<file path="config.mk">
export PLATFORM = sky130hd
export DESIGN_NAME = ram2_arbiter_flat
export DESIGN_NICKNAME = d
export VERILOG_FILES = /design/src/rtl/ram2_arbiter_pkg.sv /design/src/rtl/ram2_arbiter_if.sv /design/src/rtl/ram2_arbiter.sv /design/src/flat_wrapper.sv
export SDC_FILE = /design/constraint.sdc
export NUM_CORES = 1
export LEC_CHECK = 0
export ABC_AREA = 1
export BUFFER_PORTS_ARGS = -buffer_cell sky130_fd_sc_hd__buf_4
export CORE_MARGIN = 1.5
export CORE_UTILIZATION = 51
export CTS_CLUSTER_SIZE = 24
export DETAILED_ROUTE_END_ITERATION = 7
export MAX_ROUTING_LAYER = met4
export PLACE_DENSITY_LB_ADDON = 0.1
export SLEW_MARGIN = 0
export SYNTH_ARGS = -nofsm -noshare
export SYNTH_HDL_FRONTEND = slang
export SYNTH_SLANG_ARGS = --single-unit
</file>
<file path="constraint.sdc">
create_clock -name clk -period 2.55 [get_ports clk]
set_input_delay 0.3825 -clock clk [delete_from_list [all_inputs] [get_ports clk]]
set_output_delay 0.3825 -clock clk [all_outputs]
set_load 0.005 [all_outputs]
</file>
<file path="src/rtl/ram2_arbiter_pkg.sv">
// Shared CPU definitions for the two-port SRAM arbiter: FSM state and bus
// owner encodings, bus widths and the SRAM address mapping.
package ram2_arbiter_pkg;

   localparam int unsigned ADDR_W     = 16;
   localparam int unsigned DATA_W     = 16;
   localparam int unsigned RAM_ADDR_W = 18;

   typedef enum logic [2:0] {
      ST_IDLE     = 3'd0,
      ST_READ     = 3'd1,
      ST_WR_SETUP = 3'd2,
      ST_WR_PULSE = 3'd3,
      ST_WR_HOLD  = 3'd4
   } arb_state_e;

   typedef enum logic {
      OWN_IF  = 1'b0,
      OWN_MEM = 1'b1
   } owner_e;

   // CPU word addresses land in the low 64K words of the SRAM.
   function automatic logic [RAM_ADDR_W-1:0] ram_addr(input logic [ADDR_W-1:0] a);
      return {2'b00, a};
   endfunction

endpackage

</file>
<file path="src/rtl/ram2_arbiter_if.sv">
// CPU-side port bundle of the SRAM arbiter: instruction-fetch and MEM-stage
// request/acknowledge channels plus the IF stall indication.
interface ram2_arbiter_if;
   import ram2_arbiter_pkg::*;

   // A requester raises *_req_i with stable address/data and holds all of them
   // until its *_ack_o pulse has been seen; the ack is a single-cycle pulse and
   // the matching *_rdata_o stays valid until that port's next read completes.
   logic              if_req_i;
   logic [ADDR_W-1:0] if_addr_i;
   logic              if_ack_o;
   logic [DATA_W-1:0] if_rdata_o;

   logic              mem_req_i;
   logic              mem_we_i;
   logic [ADDR_W-1:0] mem_addr_i;
   logic [DATA_W-1:0] mem_wdata_i;
   logic              mem_ack_o;
   logic [DATA_W-1:0] mem_rdata_o;

   logic              ram2_conflict_o;

   modport master (
      output if_req_i, if_addr_i, mem_req_i, mem_we_i, mem_addr_i, mem_wdata_i,
      input  if_ack_o, if_rdata_o, mem_ack_o, mem_rdata_o, ram2_conflict_o
   );

   modport slave (
      input  if_req_i, if_addr_i, mem_req_i, mem_we_i, mem_addr_i, mem_wdata_i,
      output if_ack_o, if_rdata_o, mem_ack_o, mem_rdata_o, ram2_conflict_o
   );

endinterface

</file>
<file path="src/rtl/ram2_arbiter.sv">
// Arbitrates instruction fetch and MEM-stage accesses onto one asynchronous
// SRAM; MEM wins ties, writes use a setup/pulse/hold strobe sequence.
module ram2_arbiter
   import ram2_arbiter_pkg::*;
(
   input  logic                  clk,
   input  logic                  rst_n,
   ram2_arbiter_if.slave         cpu,
   output logic [RAM_ADDR_W-1:0] ram_addr_o,
   output logic [DATA_W-1:0]     ram_data_o,
   input  logic [DATA_W-1:0]     ram_data_i,
   output logic                  ram_data_oe_o,
   output logic                  ram_ce_n_o,
   output logic                  ram_oe_n_o,
   output logic                  ram_we_n_o,
   output arb_state_e            dbg_state_o
);

   arb_state_e            state_q, state_d;
   owner_e                owner_q, owner_d;
   logic [RAM_ADDR_W-1:0] ram_addr_q, ram_addr_d;
   logic [DATA_W-1:0]     ram_data_q, ram_data_d;
   logic                  data_oe_q, data_oe_d;
   logic                  ce_n_q, ce_n_d;
   logic                  oe_n_q, oe_n_d;
   logic                  we_n_q, we_n_d;
   logic                  if_ack_q, if_ack_d;
   logic                  mem_ack_q, mem_ack_d;
   logic [DATA_W-1:0]     if_rdata_q, if_rdata_d;
   logic [DATA_W-1:0]     mem_rdata_q, mem_rdata_d;

   // Strobes are computed for the state being entered, so every SRAM pin
   // leaves a flop and the bus is quiet whenever the next state is IDLE.
   always_comb begin
      state_d     = state_q;
      owner_d     = owner_q;
      ram_addr_d  = ram_addr_q;
      ram_data_d  = ram_data_q;
      data_oe_d   = 1'b0;
      ce_n_d      = 1'b1;
      oe_n_d      = 1'b1;
      we_n_d      = 1'b1;
      if_ack_d    = 1'b0;
      mem_ack_d   = 1'b0;
      if_rdata_d  = if_rdata_q;
      mem_rdata_d = mem_rdata_q;

      unique case (state_q)
         ST_IDLE: begin
            // A port still showing its ack is the request just served.
            if (cpu.mem_req_i && !mem_ack_q) begin
               owner_d    = OWN_MEM;
               ram_addr_d = ram_addr(cpu.mem_addr_i);
               ce_n_d     = 1'b0;
               if (cpu.mem_we_i) begin
                  state_d    = ST_WR_SETUP;
                  ram_data_d = cpu.mem_wdata_i;
                  data_oe_d  = 1'b1;
               end else begin
                  state_d = ST_READ;
                  oe_n_d  = 1'b0;
               end
            end else if (cpu.if_req_i && !if_ack_q) begin
               owner_d    = OWN_IF;
               ram_addr_d = ram_addr(cpu.if_addr_i);
               state_d    = ST_READ;
               ce_n_d     = 1'b0;
               oe_n_d     = 1'b0;
            end
         end
         ST_READ: begin
            state_d = ST_IDLE;
            if (owner_q == OWN_MEM) begin
               mem_rdata_d = ram_data_i;
               mem_ack_d   = 1'b1;
            end else begin
               if_rdata_d = ram_data_i;
               if_ack_d   = 1'b1;
            end
         end
         ST_WR_SETUP: begin
            state_d   = ST_WR_PULSE;
            ce_n_d    = 1'b0;
            data_oe_d = 1'b1;
            we_n_d    = 1'b0;
         end
         ST_WR_PULSE: begin
            state_d   = ST_WR_HOLD;
            ce_n_d    = 1'b0;
            data_oe_d = 1'b1;
         end
         ST_WR_HOLD: begin
            state_d   = ST_IDLE;
            mem_ack_d = 1'b1;
         end
         default: state_d = ST_IDLE;
      endcase
   end

   always_ff @(posedge clk or negedge rst_n) begin
      if (!rst_n) begin
         state_q     <= ST_IDLE;
         owner_q     <= OWN_IF;
         ram_addr_q  <= '0;
         ram_data_q  <= '0;
         data_oe_q   <= 1'b0;
         ce_n_q      <= 1'b1;
         oe_n_q      <= 1'b1;
         we_n_q      <= 1'b1;
         if_ack_q    <= 1'b0;
         mem_ack_q   <= 1'b0;
         if_rdata_q  <= '0;
         mem_rdata_q <= '0;
      end else begin
         state_q     <= state_d;
         owner_q     <= owner_d;
         ram_addr_q  <= ram_addr_d;
         ram_data_q  <= ram_data_d;
         data_oe_q   <= data_oe_d;
         ce_n_q      <= ce_n_d;
         oe_n_q      <= oe_n_d;
         we_n_q      <= we_n_d;
         if_ack_q    <= if_ack_d;
         mem_ack_q   <= mem_ack_d;
         if_rdata_q  <= if_rdata_d;
         mem_rdata_q <= mem_rdata_d;
      end
   end

   // IF is stalled while MEM is about to be granted or already owns the bus.
   assign cpu.ram2_conflict_o = cpu.if_req_i &
                                (((state_q == ST_IDLE) & cpu.mem_req_i & ~mem_ack_q) |
                                 ((state_q != ST_IDLE) & (owner_q == OWN_MEM)));

   assign cpu.if_ack_o    = if_ack_q;
   assign cpu.if_rdata_o  = if_rdata_q;
   assign cpu.mem_ack_o   = mem_ack_q;
   assign cpu.mem_rdata_o = mem_rdata_q;
   assign ram_addr_o      = ram_addr_q;
   assign ram_data_o      = ram_data_q;
   assign ram_data_oe_o   = data_oe_q;
   assign ram_ce_n_o      = ce_n_q;
   assign ram_oe_n_o      = oe_n_q;
   assign ram_we_n_o      = we_n_q;
   assign dbg_state_o     = state_q;

endmodule
</file>
<file path="src/flat_wrapper.sv">
// flat-port wrapper written by rule: the top's interface ports become plain ports
module ram2_arbiter_flat import ram2_arbiter_pkg::*;
  (clk, rst_n, ram_addr_o, ram_data_o, ram_data_i, ram_data_oe_o, ram_ce_n_o, ram_oe_n_o, ram_we_n_o, dbg_state_o, cpu_if_req_i, cpu_if_addr_i, cpu_mem_req_i, cpu_mem_we_i, cpu_mem_addr_i, cpu_mem_wdata_i, cpu_if_ack_o, cpu_if_rdata_o, cpu_mem_ack_o, cpu_mem_rdata_o, cpu_ram2_conflict_o);
  ram2_arbiter_if cpu_i ();
  input  logic clk;
  input  logic rst_n;
  output logic [RAM_ADDR_W-1:0] ram_addr_o;
  output logic [DATA_W-1:0] ram_data_o;
  input  logic [DATA_W-1:0] ram_data_i;
  output logic ram_data_oe_o;
  output logic ram_ce_n_o;
  output logic ram_oe_n_o;
  output logic ram_we_n_o;
  output arb_state_e dbg_state_o;
  input wire logic [$bits(cpu_i.if_req_i)-1:0] cpu_if_req_i;
  input wire logic [$bits(cpu_i.if_addr_i)-1:0] cpu_if_addr_i;
  input wire logic [$bits(cpu_i.mem_req_i)-1:0] cpu_mem_req_i;
  input wire logic [$bits(cpu_i.mem_we_i)-1:0] cpu_mem_we_i;
  input wire logic [$bits(cpu_i.mem_addr_i)-1:0] cpu_mem_addr_i;
  input wire logic [$bits(cpu_i.mem_wdata_i)-1:0] cpu_mem_wdata_i;
  output wire logic [$bits(cpu_i.if_ack_o)-1:0] cpu_if_ack_o;
  output wire logic [$bits(cpu_i.if_rdata_o)-1:0] cpu_if_rdata_o;
  output wire logic [$bits(cpu_i.mem_ack_o)-1:0] cpu_mem_ack_o;
  output wire logic [$bits(cpu_i.mem_rdata_o)-1:0] cpu_mem_rdata_o;
  output wire logic [$bits(cpu_i.ram2_conflict_o)-1:0] cpu_ram2_conflict_o;
  assign cpu_i.if_req_i = cpu_if_req_i;
  assign cpu_i.if_addr_i = cpu_if_addr_i;
  assign cpu_i.mem_req_i = cpu_mem_req_i;
  assign cpu_i.mem_we_i = cpu_mem_we_i;
  assign cpu_i.mem_addr_i = cpu_mem_addr_i;
  assign cpu_i.mem_wdata_i = cpu_mem_wdata_i;
  assign cpu_if_ack_o = cpu_i.if_ack_o;
  assign cpu_if_rdata_o = cpu_i.if_rdata_o;
  assign cpu_mem_ack_o = cpu_i.mem_ack_o;
  assign cpu_mem_rdata_o = cpu_i.mem_rdata_o;
  assign cpu_ram2_conflict_o = cpu_i.ram2_conflict_o;
  ram2_arbiter u_core (.clk(clk), .rst_n(rst_n), .cpu(cpu_i), .ram_addr_o(ram_addr_o), .ram_data_o(ram_data_o), .ram_data_i(ram_data_i), .ram_data_oe_o(ram_data_oe_o), .ram_ce_n_o(ram_ce_n_o), .ram_oe_n_o(ram_oe_n_o), .ram_we_n_o(ram_we_n_o), .dbg_state_o(dbg_state_o));
endmodule
</file>
Word-level counts from Yosys, hierarchy flattened
Index checks and enable logic that the tools add are counted.
{"block": "classes", "n_eq_ne": 5, "muxes": 21, "bitwise_logic": 7, "n_reduce_logical": 12}
{"op": "18-bit two-way mux", "count": 2}
{"op": "1-bit two-way mux", "count": 12}
{"op": "3-bit case mux with 3 select lines", "count": 1}
{"op": "3-bit by 2-bit == test with 1-bit output (second input constant)", "count": 2}
{"op": "3-bit two-way mux", "count": 2}
{"op": "1-bit case mux with 2 select lines", "count": 3}
{"op": "2-bit AND reduction", "count": 3}
{"op": "1-bit bitwise AND", "count": 4}
{"op": "3-bit by 1-bit == test with 1-bit output (second input constant)", "count": 1}
{"op": "3-bit == test (second input constant)", "count": 1}
{"op": "3-bit zero test", "count": 1}
{"op": "3-bit by 1-bit != test with 1-bit output (second input constant)", "count": 1}
{"op": "3-bit AND reduction", "count": 1}
{"op": "3-bit nonzero test", "count": 1}
{"op": "1-bit logical AND", "count": 2}
{"op": "1-bit zero test", "count": 2}
{"op": "2-bit two-way mux", "count": 1}
{"op": "1-bit inverter", "count": 2}
{"op": "2-bit nonzero test", "count": 1}
{"op": "2-bit OR reduction", "count": 1}
{"op": "1-bit OR", "count": 1}
{"block": "word_totals", "register_bits": 76, "wordCells": 57}

Logic depth before layout (Yosys ltp)
Gate-level depths: netlist of run 1.
{"block": "logic_depth", "ltp_word": 5, "depth_mapped": 7, "ltp_nobuf": 6}

Worst setup path before layout of run 1
OpenSTA, ideal clock, no wires.
{"block": "synth_timing", "kind": "flip-flop to output port", "startpoint": "reg u_core.mem_ack_q (netlist: u_core.cpu.mem_ack_o)", "endpoint": "out cpu_ram2_conflict_o", "arrival_ns": 1.028, "required_ns": 2.168, "slack_ns": 1.140, "stages_incl_launch_ff": 7, "n_path_buf": 1, "cell_sequence": "dfrtp_1 > inv_2 > nand2_4 > buf_2 > nand3_1 > nand2_1 > nor2_1"}
{"block": "synth_between", "elab_chain_cells": 4}
{"element": "start, declared", "line": "ram2_arbiter.sv:28", "rtl": "logic mem_ack_q, mem_ack_d;"}
{"element": "start signal, assigned", "line": "ram2_arbiter.sv:124", "rtl": "mem_ack_q <= mem_ack_d;"}
{"element": "1-bit inverter", "line": "ram2_arbiter.sv:132", "rtl": "(((state_q == ST_IDLE) & cpu.mem_req_i & ~mem_ack_q) |"}
{"element": "1-bit bitwise AND", "line": "ram2_arbiter.sv:132"}
{"element": "1-bit OR", "line": "ram2_arbiter.sv:132"}
{"element": "1-bit bitwise AND", "line": "ram2_arbiter.sv:131", "rtl": "assign cpu.ram2_conflict_o = cpu.if_req_i &"}
{"element": "end, declared", "line": "flat_wrapper.sv:25", "rtl": "output wire logic [$bits(cpu_i.ram2_conflict_o)-1:0] cpu_ram2_conflict_o;"}
No other way between the ends.

Worst setup path in the final report of run 1
Same ends and word-level chain as after synthesis.

==> impl_metrics.env, run 1 <==
export IMPL_via_per_inst=4.88
export IMPL_endpoint_kind="output pin"
export IMPL_port_buffers=142
export IMPL_grt_usage_pct=22.6
export IMPL_fill_cells=473
export IMPL_path_class="reg -> out"
export IMPL_rsz0062_at_grt="no"
export IMPL_stdcell_count=573
export IMPL_die_w_um=82.7
export IMPL_cp_slowest_cell="dfrtp_1"
export IMPL_syn_avg_cell_area_um2=9.11
export IMPL_relSlewSlack_pct=39.5
export IMPL_reg2reg_depth=5
export IMPL_die_height_um=82.7
export IMPL_drt_pass1_iter_count=4
export IMPL_required_ns=2.17
export IMPL_worstSetupStartpoint="u_core.cpu.mem_ack_o"
export IMPL_postCtsHoldBufs=0
export IMPL_grt_max_degree=75
export IMPL_ir_drop_mv=0.701
export IMPL_grt_pass1_vias=2487
export IMPL_wl_per_cell_um=13.0
export IMPL_finalSetupTns_ns=0
export IMPL_antenna_found_initial=0
export IMPL_grt_pass1_wl_um=11000
export IMPL_setup_viol=0
export IMPL_final_nets=562
export IMPL_clkLatencyLatePin_ns=0.34
export IMPL_placed_area_um2=4260
export IMPL_powerDensity_nw_per_um2=1200
export IMPL_tritoncts="done"
export IMPL_clk_path_buf_depth=2
export IMPL_clk_pin_slew_worst_paths_ns=0.07
export IMPL_critical_path_max_fanout=18
export IMPL_critPathArrivalTime_ns=1.65
export IMPL_worst_clock_skew_ns=0.00807
export IMPL_cpLargestDelayFamily="simple AND/OR/NAND/NOR gates"
export IMPL_dpl_worst_slack_ns=0.824
export IMPL_cp_cell_sequence="inv_2 > nand2_4 > nand3_1 > nand2_1 > nor2_1 > buf_4"
export IMPL_fmax_ghz=0.492
export IMPL_cts_resized=0
export IMPL_layout_common_cells="153 x nand2_1, 142 x buf_4, 71 x dfrtp_1"
export IMPL_root_buffer="clkbuf_8"
export IMPL_maxCapViolations=0
export IMPL_synth_seq_cells=74
export IMPL_n_antenna_cell=0
export IMPL_worst_slack_ns=0.516
export IMPL_drive_gt1_share_pct=39.2
export IMPL_outcome="completed"
export IMPL_cts_sinks=74
export IMPL_crit_buf_inv=2
export IMPL_pin_count=145
export IMPL_crit_path_start_kind="register"
export IMPL_wl_um=7430
export IMPL_final_area_um2=4480
export IMPL_syn_inst=356
export IMPL_cts_htree_levels=3
export IMPL_place_congestion=0.782
export IMPL_cts_buffers=9
export IMPL_synth_area_um2=3240
export IMPL_synth_cell_types=22
export IMPL_num_vias=2794
export IMPL_r2r_end="u_core.cpu.mem_rdata_o[12]"
export IMPL_timing_rr_start="u_core.dbg_state_o[0]"
export IMPL_total_power_w=0.00539
export IMPL_fin_crit_ns=2.03
export IMPL_die_area_um2=6850
export IMPL_leakage_nw=2.53
export IMPL_core_um2=6030
export IMPL_slew_violations=0
export IMPL_ant_nets=0
export IMPL_drc=0
export IMPL_timing_final_crit_share_pct=79.7
export IMPL_drt_initial_drc_count=156
export IMPL_cts_setup_buffers=0
export IMPL_start_util_pct=53.8
export IMPL_areaGrowthSynthToFinish_pct=38.1
export IMPL_ys_seq_area_share_pct=57.2
export IMPL_yosys_warnings=0
export IMPL_overflow=0
export IMPL_final_common_cell="nand2_1"
export IMPL_multi_input_area_um2=1140
export IMPL_worst_path_largest_cell_delay_ns=0.39
export IMPL_hold_viol_final=0
export IMPL_regArea_um2=1860
export IMPL_post_place_cells=557
export IMPL_tightest_slew_ns=0.907
export IMPL_min_path_type="in -> async"
export IMPL_hpwl_um=5220
export IMPL_r2r_slack_ns=0.84
export IMPL_rows=28
==> worst max path at each step <==
stage               cells past startpoint  slack (ns)                    endpoint
floorplan                               6        1.14         cpu_ram2_conflict_o
global placement                        6        0.88         cpu_ram2_conflict_o
detailed placement                      5        0.82  u_core.cpu.mem_rdata_o[12]
CTS                                     6        0.49         cpu_ram2_conflict_o
global route                            6        0.39         cpu_ram2_conflict_o
finish                                  6        0.52         cpu_ram2_conflict_o
==> cell usage after synthesis <==
master / n / area share, %
conb_1: 1 / 0.12
nor2_8: 1 / 0.62
inv_1: 24 / 2.8
inv_2: 2 / 0.23
buf_2: 5 / 0.77
buf_4: 4 / 0.93
nor2_2: 1 / 0.19
o21ai_1: 12 / 1.9
inv_4: 2 / 0.39
nand2_1: 153 / 18
dfstp_2: 3 / 2.4
nor2_1: 5 / 0.58
a21oi_1: 1 / 0.15
nand3_1: 34 / 5.2
nor2_4: 1 / 0.35
nand3_2: 2 / 0.62
nand3_4: 1 / 0.54
dfrtp_1: 71 / 55
nand2_4: 4 / 1.4
buf_6: 8 / 2.8
o21ai_0: 1 / 0.15
o21ai_2: 20 / 5.4
==> cells by family (layout without fill, tap and decap cells) <==
group           after synthesis  after routing  share of synthesized area [%]
compound gates               34             34                           7.56
buf+inv                      45            186                           7.87
flops                        74             74                           57.2
other cells                   1              2                          0.116
simple gates                202            202                           27.2
==> routing by layer <==
metal,vias up,GRT usage [%],share of wire [%]
met1,1297,26.6,43
met5,-,-,0
met4,0,6.50,0.94
met3,6,7.91,8.6
li1,1381,-,-
met2,110,36.8,47
==> per-stage QoR <==
stage               hold WS (ns)  util (%)
finish                     0.146      74.3
global route               0.225      74.3
global placement           0.456      70.7
floorplan                 0.0869         -
detailed placement         0.460      70.7
CTS                        0.198      74.3
==> power by group <==
part	internal (W)	leakage [nW]	switching, W
Combinational	0.00114	1.51	0.00121
Clock	0.000549	0.105	0.000432
Sequential	0.00175	0.914	0.000320
==> layout make-up <==
type	instances	area share [%]
inverters	28	2.46
flip-flops and latches	74	41.4
clock inverters	7	2.09
repair buffers	142	23.8
clock buffers	9	2.77
multi-input cells	238	25.4
well taps	75	2.09
==> sequential cells by signal, indices dropped and copies added (netlist names), 3 cells and up <==
register                count
u_core.cpu.mem_rdata_o     16
u_core.ram_addr_o          16
u_core.ram_data_o          16
u_core.dbg_state_o          3
u_core.cpu.if_rdata_o      16
(Power assumes the default switching activity.)
==> run 2: changes to the inputs <==
- CORE_UTILIZATION: 51 -> 42
- clock period: 2.55 -> 1.8 ns (I/O delays scaled with it)
==> impl_metrics.env, run 2 (synthesis gave the netlist of run 1 again) <==
export IMPL_outcome="completed"
export IMPL_ir_drop_mv=0.881
export IMPL_areaGrowthSynthToFinish_pct=40.6
export IMPL_drc=0
export IMPL_port_buffers=142
export IMPL_die_w_um=90.9
export IMPL_path_class="reg -> out"
export IMPL_num_vias=2757
export IMPL_setup_viol=0
export IMPL_place_congestion=0.744
export IMPL_final_area_um2=4560
export IMPL_grt_pass1_wl_um=12200
export IMPL_cts_sinks=74
export IMPL_timing_final_crit_share_pct=91.6
export IMPL_final_nets=568
export IMPL_tritoncts="done"
export IMPL_clk_path_buf_depth=2
export IMPL_leakage_nw=2.55
export IMPL_slew_violations=0
export IMPL_required_ns=1.53
export IMPL_n_antenna_cell=0
export IMPL_overflow=0
export IMPL_cp_slowest_cell="dfrtp_1"
export IMPL_fin_crit_ns=1.65
export IMPL_final_common_cell="nand2_1"
export IMPL_rows=31
export IMPL_maxCapViolations=0
export IMPL_layout_common_cells="153 x nand2_1, 145 x buf_4, 71 x dfrtp_1"
export IMPL_fmax_ghz=0.607
export IMPL_die_height_um=90.9
export IMPL_rsz0062_at_grt="no"
export IMPL_worstSetupStartpoint="u_core.dbg_state_o[1]"
export IMPL_wl_per_cell_um=12.3
export IMPL_hold_viol_final=0
export IMPL_ant_nets=0
export IMPL_cts_buffers=9
export IMPL_drive_gt1_share_pct=39.5
export IMPL_drt_pass1_iter_count=5
export IMPL_critical_path_max_fanout=4
export IMPL_die_area_um2=8260
export IMPL_clkLatencyLatePin_ns=0.33
export IMPL_pin_count=145
export IMPL_root_buffer="clkbuf_8"
export IMPL_start_util_pct=44.0
export IMPL_critPathArrivalTime_ns=1.38
export IMPL_hold_path_startpoint="cpu_mem_wdata_i[12]"
export IMPL_placed_area_um2=4350
export IMPL_min_path_type="in -> reg"
export IMPL_grt_max_degree=34
export IMPL_via_per_inst=4.57
export IMPL_antenna_found_initial=0
export IMPL_worst_clock_skew_ns=0.00816
export IMPL_wl_um=7440
export IMPL_drt_initial_drc_count=112
export IMPL_cp_cell_sequence="nor2_4 > nand2_4 > nand2_1 > nand2_1 > nor2_1 > buf_4"
export IMPL_finalSetupTns_ns=0
export IMPL_endpoint_kind="output pin"
export IMPL_hpwl_um=5360
export IMPL_core_um2=7370
export IMPL_grt_pass1_vias=2692
export IMPL_timing_rr_start="u_core.dbg_state_o[0]"
export IMPL_clk_pin_slew_worst_paths_ns=0.08
export IMPL_grt_usage_pct=18.9
export IMPL_crit_path_start_kind="register"
export IMPL_crit_path_frequent_cell="nand2_1"
export IMPL_cts_htree_levels=3
export IMPL_worst_path_largest_cell_delay_ns=0.44
export IMPL_powerDensity_nw_per_um2=1660
run 2: cell type report:
class	instances	area, um2
Fill cell	670	2810
Tap cell	99	124
Clock buffer	10	128
Timing Repair Buffer	148	1140
Sequential cell	74	1860
Inverter	28	110
Multi-Input combinational cell	238	1140
Clock inverter	6	67.6
run 2: per-stage QoR:
stage               setup WS (ns)  cells  util [%]  hold WS, ns  total power, W
CTS                         0.119    603      61.9        0.121         0.00767
global route               0.0176    603      61.9        0.117         0.00815
global placement            0.381    586      59.1        0.221         0.00630
floorplan                   0.502    357         -      -0.0256         0.00475
detailed placement          0.341    586      59.1        0.224         0.00638
finish                      0.152    603      61.9        0.133         0.00756
run 2: timing repair:
| action | CTS | global route |
|---|---|---|
| hold endpoints to repair | 25 | 0 |
| gates resized for setup | 0 | 0 |
| buffers inserted | 0 | 0 |
| hold buffers | 1 | 0 |
run 2: critical path: cells and delay by family, from the launching register on:
| family | cells | cell delay [ns] |
|---|---|---|
| flops | 1 | 0.44 |
| simple gates | 5 | 0.50 |
| buf+inv | 1 | 0.12 |
run 2: worst paths after layout:
| kind | cells past startpoint | endpoint | slack, ns |
|---|---|---|---|
| setup / recovery | 6 | cpu_ram2_conflict_o | 0.15 |
| hold / removal | 3 | u_core.ram_data_o[12] | 0.13 |
| setup reg to reg | 6 | u_core.cpu.mem_rdata_o[5] | 0.34 |
| hold reg to reg | 2 | u_core.ram_data_o[4] | 0.48 |
| max in group asynchronous | 3 | u_core.cpu.mem_rdata_o[12] | 0.87 |
| min in group asynchronous | 2 | u_core.ram_addr_o[0] | 0.40 |
run 2: metal layers:
metal	up-vias	share of wire, %	GRT usage, %
li1	1392	-	-
met1	1261	45	23.8
met2	97	48	31.0
met3	7	6.2	3.28
met4	0	1.1	6.25
met5	-	0	-
run 2: power by group:
group,switching [W],leakage [nW],internal (W)
registers,0.000449,0.914,0.00248
logic,0.00170,1.55,0.00168
clock network,0.000621,0.0925,0.000643
==> run 3: changes to the inputs <==
- GPL_TIMING_DRIVEN: unset -> 0
==> impl_metrics.env, run 3 (synthesis gave the netlist of run 1 again) <==
export IMPL_powerDensity_nw_per_um2=1680
export IMPL_reg2reg_depth=7
export IMPL_drt_pass1_iter_count=4
export IMPL_worst_path_largest_cell_delay_ns=0.43
export IMPL_rsz0062_at_grt="no"
export IMPL_cp_cell_sequence="inv_4 > nand2_4 > nand3_1 > nand2_1 > nor2_1 > buf_4"
export IMPL_dpl_worst_slack_ns=0.281
export IMPL_pin_count=145
export IMPL_slew_violations=0
export IMPL_fill_cells=663
export IMPL_cts_buffers=9
export IMPL_required_ns=1.53
export IMPL_tritoncts="done"
export IMPL_critPathArrivalTime_ns=1.43
export IMPL_die_w_um=90.9
export IMPL_wl_per_cell_um=12.7
export IMPL_drt_initial_drc_count=98
export IMPL_clkLatencyLatePin_ns=0.34
export IMPL_grt_pass1_wl_um=12900
export IMPL_grt_max_degree=75
export IMPL_start_util_pct=44.0
export IMPL_die_height_um=90.9
export IMPL_ir_drop_mv=0.835
export IMPL_outcome="completed"
export IMPL_worst_slack_ns=0.0963
export IMPL_drive_gt1_share_pct=40.7
export IMPL_port_buffers=141
export IMPL_leakage_nw=2.60
export IMPL_min_path_type="in -> async"
export IMPL_worst_clock_skew_ns=0.0118
export IMPL_final_common_cell="nand2_1"
export IMPL_tightest_slew_ns=0.927
export IMPL_grt_usage_pct=20.1
export IMPL_n_antenna_cell=0
export IMPL_finalSetupTns_ns=0
export IMPL_critical_path_max_fanout=18
export IMPL_num_vias=2807
export IMPL_setup_viol=0
export IMPL_maxCapViolations=0
export IMPL_overflow=0
export IMPL_wl_um=7780
export IMPL_fin_crit_ns=1.70
export IMPL_core_um2=7370
export IMPL_clk_pin_slew_worst_paths_ns=0.08
export IMPL_post_place_cells=597
export IMPL_drc=0
export IMPL_endpoint_kind="output pin"
export IMPL_cts_sinks=74
export IMPL_areaGrowthSynthToFinish_pct=42.8
export IMPL_root_buffer="clkbuf_8"
export IMPL_hold_viol_final=0
export IMPL_cts_setup_buffers=0
export IMPL_timing_final_crit_share_pct=94.7
export IMPL_stdcell_count=612
export IMPL_place_congestion=0.765
export IMPL_hpwl_um=5670
export IMPL_clk_path_buf_depth=2
export IMPL_die_area_um2=8260
export IMPL_grt_pass1_vias=2736
export IMPL_whs_ns=0.0618
export IMPL_crit_path_start_kind="register"
export IMPL_cp_slowest_cell="dfrtp_1"
export IMPL_cts_htree_levels=3
export IMPL_final_nets=577
export IMPL_antenna_found_initial=0
export IMPL_rows=31
export IMPL_layout_common_cells="153 x nand2_1, 145 x buf_4, 71 x dfrtp_1"
export IMPL_relSlewSlack_pct=38.2
export IMPL_postCtsHoldBufs=0
export IMPL_via_per_inst=4.59
export IMPL_path_class="reg -> out"
export IMPL_ant_nets=0
export IMPL_fmax_ghz=0.587
==> run 3: cell types whose count changed in the layout (fill, tap and decap cells not counted), sizes merged <==
cell | previous run | this run
clkbuf | 10 | 11
inv | 28 | 29
clkinv | 3 | 1
dlygate4sd3 | 1 | 0
buf | 147 | 157
==> run 3: power breakdown <==
group	internal [W]	switching (W)	total, W
clock	0.000686	0.000624	0.00131
combinational	0.00178	0.00177	0.00355
sequential	0.00247	0.000439	0.00291
==> run 3: repair_timing <==
item                                   in CTS  in global routing
gates resized for setup                     1                  0
endpoints found under the hold margin       0                  0
setup endpoints to repair                   1                  0
==> run 3: cell type report <==
class / instances / area (um2) / share of cell area, %
sequential: 74 / 1860 / 40.1
inverter: 28 / 113 / 2.43
clock buffer: 11 / 141 / 3.05
clock inverter: 5 / 62.6 / 1.35
tap: 99 / 124 / 2.67
buffer: 16 / 140 / 3.03
multi-input combinational: 238 / 1140 / 24.5
timing repair buffer: 141 / 1060 / 22.9
==> run 3: worst paths after layout <==
check	slack (ns)	end	start
worst max register to register	0.41	u_core.ram_addr_o[14]	u_core.cpu.mem_ack_o
worst max-delay path	0.1	cpu_ram2_conflict_o	u_core.cpu.mem_ack_o
max in group asynchronous	1.14	u_core.ram_data_o[14]	rst_n
worst min register to register	0.48	u_core.ram_data_o[12]	u_core.ram_data_o[12]
min in group clk	0.13	u_core.ram_data_o[5]	cpu_mem_wdata_i[5]
worst min-delay path	0.06	u_core.cpu.if_rdata_o[8]	rst_n
==> run 3: worst max-delay path: cells and delay by family, from the launching register on <==
kind | cells | cell delay [ns]
simple gates | 4 | 0.42
buf+inv | 2 | 0.25
flops | 1 | 0.43
==> run 3: layer usage <==
metal | share of wire, % | vias to the layer above | GRT usage [%]
met4 | 1.3 | 0 | 5.99
met1 | 43 | 1297 | 26.4
met2 | 48 | 94 | 30.8
met3 | 7.4 | 9 | 4.80
met5 | 0 | - | -
li1 | - | 1407 | -
==> run 3: per-stage QoR <==
step / power [W] / instance area, um2 / util, %
after CTS: 0.00788 / 4630 / 62.8
after floorplan: 0.00475 / 3250 / -
after global placement: 0.00645 / 4430 / 60.1
final: 0.00778 / 4630 / 62.8
after detailed placement: 0.00655 / 4430 / 60.1
after global routing: 0.00839 / 4630 / 62.8
